<file path="src/rtl/hamming12_8_pkg.sv">
// Shared definitions for the Hamming(12,8) codec: bit layout, syndrome masks
// and the syndrome / correct / extract helpers used by encoder and decoder.
package hamming12_8_pkg;

    localparam int CODE_W = 12;
    localparam int DATA_W = 8;
    localparam int SYN_W  = 4;

    // Hamming position (1-based) of each data bit d0..d7.
    localparam logic [DATA_W-1:0][3:0] DATA_POS = {
        4'd12, 4'd11, 4'd10, 4'd9, 4'd7, 4'd6, 4'd5, 4'd3
    };

    // Syndrome bit k covers every position whose 1-based index has bit k set.
    // Bit i of a mask corresponds to position i+1.
    localparam logic [SYN_W-1:0][CODE_W-1:0] SYN_MASK = {
        12'hF80,    // positions 8..12
        12'h878,    // positions 4..7, 12
        12'h666,    // positions 2, 3, 6, 7, 10, 11
        12'h555     // positions 1, 3, 5, 7, 9, 11
    };

    function automatic logic [SYN_W-1:0] hamming_syndrome(input logic [CODE_W-1:0] code);
        logic [SYN_W-1:0] syn;
        syn = '0;
        for (int k = 0; k < SYN_W; k++) begin
            syn[k] = ^(code & SYN_MASK[k]);
        end
        return syn;
    endfunction

    // Syndromes 1..12 point at a real position; 13..15 do not.
    function automatic logic syndrome_correctable(input logic [SYN_W-1:0] syn);
        return (syn >= 4'd1) && (syn <= 4'd12);
    endfunction

    function automatic logic [CODE_W-1:0] hamming_correct(input logic [CODE_W-1:0] code,
                                                          input logic [SYN_W-1:0]  syn);
        logic [CODE_W-1:0] fixed;
        fixed = code;
        if (syndrome_correctable(syn)) begin
            fixed[syn - 4'd1] = ~code[syn - 4'd1];
        end
        return fixed;
    endfunction

    function automatic logic [DATA_W-1:0] hamming_extract(input logic [CODE_W-1:0] code);
        logic [DATA_W-1:0] data;
        data = '0;
        for (int i = 0; i < DATA_W; i++) begin
            data[i] = code[DATA_POS[i] - 4'd1];
        end
        return data;
    endfunction

endpackage

</file>
<file path="src/rtl/hamming12_8_syndrome.sv">
// Combinational syndrome generator: one parity tree per syndrome bit.
module hamming12_8_syndrome
    import hamming12_8_pkg::*;
(
    input  logic [11:0] code,
    output logic [3:0]  syndrome
);

    genvar gi;
    generate
        for (gi = 0; gi < SYN_W; gi++) begin : g_syn
            assign syndrome[gi] = ^(code & SYN_MASK[gi]);
        end
    endgenerate

endmodule

</file>
<file path="src/rtl/hamming12_8_decoder.sv">
// Streaming Hamming(12,8) SEC decoder. Stage 1 holds the codeword and its
// syndrome, stage 2 holds corrected data and flags. Saturating counters track
// corrected and uncorrectable beats as they leave the block.
module hamming12_8_decoder
    import hamming12_8_pkg::*;
#(
    parameter int CNT_W = 16
) (
    input  logic             clk,
    input  logic             rst_n,
    input  logic             s_valid,
    output logic             s_ready,
    input  logic [11:0]      s_code,
    output logic             m_valid,
    input  logic             m_ready,
    output logic [7:0]       m_data,
    output logic             m_corr,
    output logic             m_uncorr,
    output logic [3:0]       m_syndrome,
    input  logic             cnt_clr,
    output logic [CNT_W-1:0] cnt_corr,
    output logic [CNT_W-1:0] cnt_uncorr
);

    localparam logic [CNT_W-1:0] CNT_ONE = {{(CNT_W-1){1'b0}}, 1'b1};
    localparam logic [CNT_W-1:0] CNT_MAX = {CNT_W{1'b1}};

    logic              v1_reg;
    logic [11:0]       code1_reg;
    logic [3:0]        syn1_reg;
    logic              v2_reg;
    logic [7:0]        data2_reg;
    logic              corr2_reg;
    logic              uncorr2_reg;
    logic [3:0]        syn2_reg;
    logic [CNT_W-1:0]  cnt_corr_reg;
    logic [CNT_W-1:0]  cnt_uncorr_reg;

    logic [3:0]        syn_next;
    logic [11:0]       fixed_code;
    logic [7:0]        data_next;
    logic              corr_next;
    logic              uncorr_next;
    logic              ld1;
    logic              ld2;
    logic              out_hs;

    hamming12_8_syndrome u_syndrome (
        .code     (s_code),
        .syndrome (syn_next)
    );

    // A stage may load when it is empty or the stage after it can take its beat.
    assign ld2     = !v2_reg || m_ready;
    assign ld1     = !v1_reg || ld2;
    assign s_ready = rst_n && ld1;
    assign out_hs  = v2_reg && m_ready;

    assign fixed_code  = hamming_correct(code1_reg, syn1_reg);
    assign data_next   = hamming_extract(fixed_code);
    assign corr_next   = syndrome_correctable(syn1_reg);
    assign uncorr_next = (syn1_reg != 4'd0) && !corr_next;

    // Stage 1: capture the incoming codeword together with its syndrome.
    always_ff @(posedge clk) begin
        if (!rst_n) begin
            v1_reg    <= 1'b0;
            code1_reg <= '0;
            syn1_reg  <= '0;
        end else if (ld1) begin
            v1_reg <= s_valid;
            if (s_valid) begin
                code1_reg <= s_code;
                syn1_reg  <= syn_next;
            end
        end
    end

    // Stage 2: register corrected data and flags; held while stalled.
    always_ff @(posedge clk) begin
        if (!rst_n) begin
            v2_reg      <= 1'b0;
            data2_reg   <= '0;
            corr2_reg   <= 1'b0;
            uncorr2_reg <= 1'b0;
            syn2_reg    <= '0;
        end else if (ld2) begin
            v2_reg <= v1_reg;
            if (v1_reg) begin
                data2_reg   <= data_next;
                corr2_reg   <= corr_next;
                uncorr2_reg <= uncorr_next;
                syn2_reg    <= syn1_reg;
            end
        end
    end

    // Error counters advance on output handshakes only; clear wins over increment.
    always_ff @(posedge clk) begin
        if (!rst_n || cnt_clr) begin
            cnt_corr_reg   <= '0;
            cnt_uncorr_reg <= '0;
        end else begin
            if (out_hs && corr2_reg && (cnt_corr_reg != CNT_MAX)) begin
                cnt_corr_reg <= cnt_corr_reg + CNT_ONE;
            end
            if (out_hs && uncorr2_reg && (cnt_uncorr_reg != CNT_MAX)) begin
                cnt_uncorr_reg <= cnt_uncorr_reg + CNT_ONE;
            end
        end
    end

    assign m_valid    = v2_reg;
    assign m_data     = data2_reg;
    assign m_corr     = corr2_reg;
    assign m_uncorr   = uncorr2_reg;
    assign m_syndrome = syn2_reg;
    assign cnt_corr   = cnt_corr_reg;
    assign cnt_uncorr = cnt_uncorr_reg;

endmodule
</file>
<file path="config.mk">
export PLATFORM = sky130hd
export DESIGN_NAME = hamming12_8_decoder
export DESIGN_NICKNAME = d
export VERILOG_FILES = /design/src/rtl/hamming12_8_pkg.sv /design/src/rtl/hamming12_8_syndrome.sv /design/src/rtl/hamming12_8_decoder.sv
export SDC_FILE = /design/constraint.sdc
export NUM_CORES = 1
export LEC_CHECK = 0
export ABC_CLOCK_PERIOD_IN_PS = 2200
export BUFFER_PORTS_ARGS = -buffer_cell sky130_fd_sc_hd__buf_4
export CAP_MARGIN = 0
export CORE_MARGIN = 1.5
export CORE_UTILIZATION = 49
export CTS_CLUSTER_SIZE = 30
export DETAILED_ROUTE_END_ITERATION = 16
export GPL_TIMING_DRIVEN = 1
export PLACE_DENSITY = 0.79
export SLEW_MARGIN = 10
export SYNTH_ARGS = -nofsm -noshare
export SYNTH_HDL_FRONTEND = slang
export SYNTH_HIERARCHICAL = 1
export SYNTH_SLANG_ARGS = --single-unit
</file>
<file path="constraint.sdc">
create_clock -name clk -period 2.2 [get_ports clk]
set_input_delay 0 -clock clk [delete_from_list [all_inputs] [get_ports clk]]
set_output_delay 0 -clock clk [all_outputs]
set_load 0.005 [all_outputs]
</file>
==> results.json <==
{
  "run_status": "complete, no violations",
  "io_buffer_count": 64,
  "clock-skew-final_ns": 0.01073,
  "dpl.hpwl_um": 5240,
  "vdd_drop_max_uv": 360.0,
  "synth_fa_ha_area_frac": 0.02722,
  "multi_input_area_um2": 1842,
  "crit_fanout": 3,
  "n_antenna_cell": 0,
  "grt.total_usage": 0.2158,
  "fin_cells": 539,
  "coreArea_um2": 6350,
  "finalSetupViolations": 0,
  "grt_start_max_net_pins": 28,
  "route.antenna.remaining_nets": 0,
  "min_period_over_period": 0.9445,
  "clockBufferDepth": 2,
  "clk_latency_ns": 0.34,
  "start_util": 0.5068,
  "cts_setup_buffers": 0,
  "p_leak_nw": 1.615,
  "rsz0062_at_grt": "false",
  "crit_arrival_ns": 2.30,
  "clk_root_buffer_cell": "clkbuf_8",
  "critPathKind": "flip-flop to flip-flop",
  "fmax_mhz": 481.3,
  "cts_tree": "built",
  "synthCells": 381,
  "drt-total-wl_um": 7298,
  "clkSinkCount": 64,
  "synth_ff_type": "dfxtp_1",
  "gp_congestion": 0.8469,
  "seq_area_um2": 1281,
  "synthMuxAreaShare": 0.03033,
  "ys_ff_latch": 64,
  "cp.buffers_inverters": 1,
  "crit_chain": "inv_1 > ha_1 > mux4_2 > or3_1 > o311ai_0",
  "fillCellCount": 554,
  "antenna_found_initial": 0,
  "cpLargestDelayFamily": "multiplexers",
  "timing.final.hold_violations": 0,
  "synth_top_family_by_area": "simple AND/OR/NAND/NOR gates",
  "synth.avg_cell_area_um2": 8.446,
  "die_h_um": 84.04,
  "first_iter_violations": 67,
  "grt_pass1_wl_um": 12410,
  "numCtsBuffers": 9,
  "worst_pin_slew_ns": 1.001,
  "synth_nets": 405,
  "vias": 2965,
  "drc": 0,
  "hold_class": "input pin to flip-flop",
  "final_cell_mix": "69 x buf_4, 67 x nand2_1, 64 x dfxtp_1, 40 x a21oi_1, 35 x nor2_1",
  "synthDistinctLibCells": 44,
  "slowest_stage": "mux4_2",
  "yosys.area_share.simple": 0.2718,
  "grt_pass1_vias": 2760,
  "slew_headroom": 0.3326,
  "final_common_cell": "buf_4",
  "p_total_mw": 2.808,
  "async_flop_share": 0,
  "synth_compound_area_frac": 0.1205,
  "end_kind": "flip-flop",
  "num_io_pins": 65,
  "synth_warnings": 6,
  "grt_overflow": 0,
  "max_cap_violations": 0,
  "final_max_slew_viol_count": 0,
  "vias_per_cell": 5.501,
  "synth_edf_count": 0,
  "tns_ns": 0,
  "synth_xor_area_frac": 0.1225,
  "worstPathRequired_ns": 2.42,
  "rows": 29,
  "cts_resized": 0,
  "fin_nets": 482,
  "h-tree-depth": 3,
  "critPathMaxStageDelay_ns": 0.52,
  "dp_worst_setup_slack_ns": 0.07761,
  "ys_seq_area_frac": 0.3981,
  "wl_per_cell_um": 13.54,
  "firstDrtPassIters": 4,
  "placed_cells": 510,
  "syn_area_um2": 3218,
  "p_per_area_nw_per_um2": 678.3,
  "crit_path_start_kind": "flip-flop",
  "area_growth_pct": 28.62,
  "drive_above_1_share": 0.2035,
  "clk_pin_slew_ns": 0.07,
  "min_period_ns": 2.078,
  "fin_util": 0.6518,
  "setup_ws_ns": 0.1222,
  "die_w_um": 84.04,
  "dieArea_um2": 7063
}
[report_power, final]
| part | leakage, nW | internal (mW) | switching (mW) | total (mW) |
|---|---|---|---|---|
| sequential | 0.520 | 1.19 | 0.0325 | 1.23 |
| combinational | 0.974 | 0.186 | 0.199 | 0.385 |
| clock | 0.122 | 0.756 | 0.440 | 1.20 |
[repair_timing]
item	CTS	global route
endpoints found under the setup margin	0	0
hold buffers	14	0
endpoints found under the hold margin	19	0
[layer usage]
| layer | track usage | vias up | wire length [um] |
|---|---|---|---|
| met4 | 0.07601 | 0 | 110 |
| met5 | 0 | - | 0 |
| li1 | - | 1488 | - |
| met3 | 0.05539 | 11 | 399 |
| met2 | 0.3745 | 79 | 3638 |
| met1 | 0.2568 | 1387 | 3150 |
[final timing paths]
kind,cells past startpoint,endpoint,from,slack (ns)
worst max-delay path,5,m_data[6],syn1_reg[0],0.12
worst min-delay path,4,m_valid,m_ready,0.03
worst max register to register,5,m_data[6],syn1_reg[0],0.12
worst min register to register,2,m_syndrome[1],m_syndrome[1],0.46
[synth_stat cells (3+ instances only)]
cell / number / share of area
and3_1: 7 / 0.014
a211oi_1: 3 / 0.0070
and2_1: 4 / 0.0078
dfxtp_1: 64 / 0.40
ha_1: 7 / 0.027
mux2i_1: 3 / 0.0093
o21ai_0: 6 / 0.0093
xnor2_1: 28 / 0.076
or3_1: 6 / 0.012
o31ai_1: 4 / 0.0093
inv_1: 5 / 0.0058
a21oi_1: 40 / 0.062
nand2_1: 67 / 0.078
xor2_1: 3 / 0.0082
nor3_1: 19 / 0.030
nor2_1: 35 / 0.041
clkbuf_1: 15 / 0.017
nor4_1: 4 / 0.0078
mux4_2: 3 / 0.021
nand3_1: 13 / 0.020
o2111ai_1: 3 / 0.0082
nand4_1: 9 / 0.017
xnor3_1: 4 / 0.028
[area by class of cell]
class | instances | share of cell area
Clock buffer | 13 | 0.04323
Clock inverter | 2 | 0.01451
Inverter | 6 | 0.005441
Multi-Input combinational cell | 294 | 0.4450
Sequential cell | 64 | 0.3096
Tap cell | 77 | 0.02328
Timing Repair Buffer | 83 | 0.1590
[metrics by stage]
stage | hold slack (ns) | instance area [um2]
after floorplan | 0.1360 | 3218
after global routing | 0.04169 | 4139
final | 0.03017 | 4139
after detailed placement | 0.2743 | 3760
after global placement | 0.2599 | 3760
after CTS | 0.01951 | 4139
[tightest hold or removal path, cell delays in order]
cell and delay, ns:
buf_4 0.10, nor2b_1 0.08, nor2_1 0.09, nor2_1 0.04
[kinds of logic after synthesis]
logic type	after synthesis
AO/OA/AOI/OAI	65
adder cells (fa/ha/maj)	7
AND/OR/NAND/NOR	179
buffers and inverters	23
XOR/XNOR	37
flip-flops	64
multiplexers	6
Power figures use the tool's default switching activity.
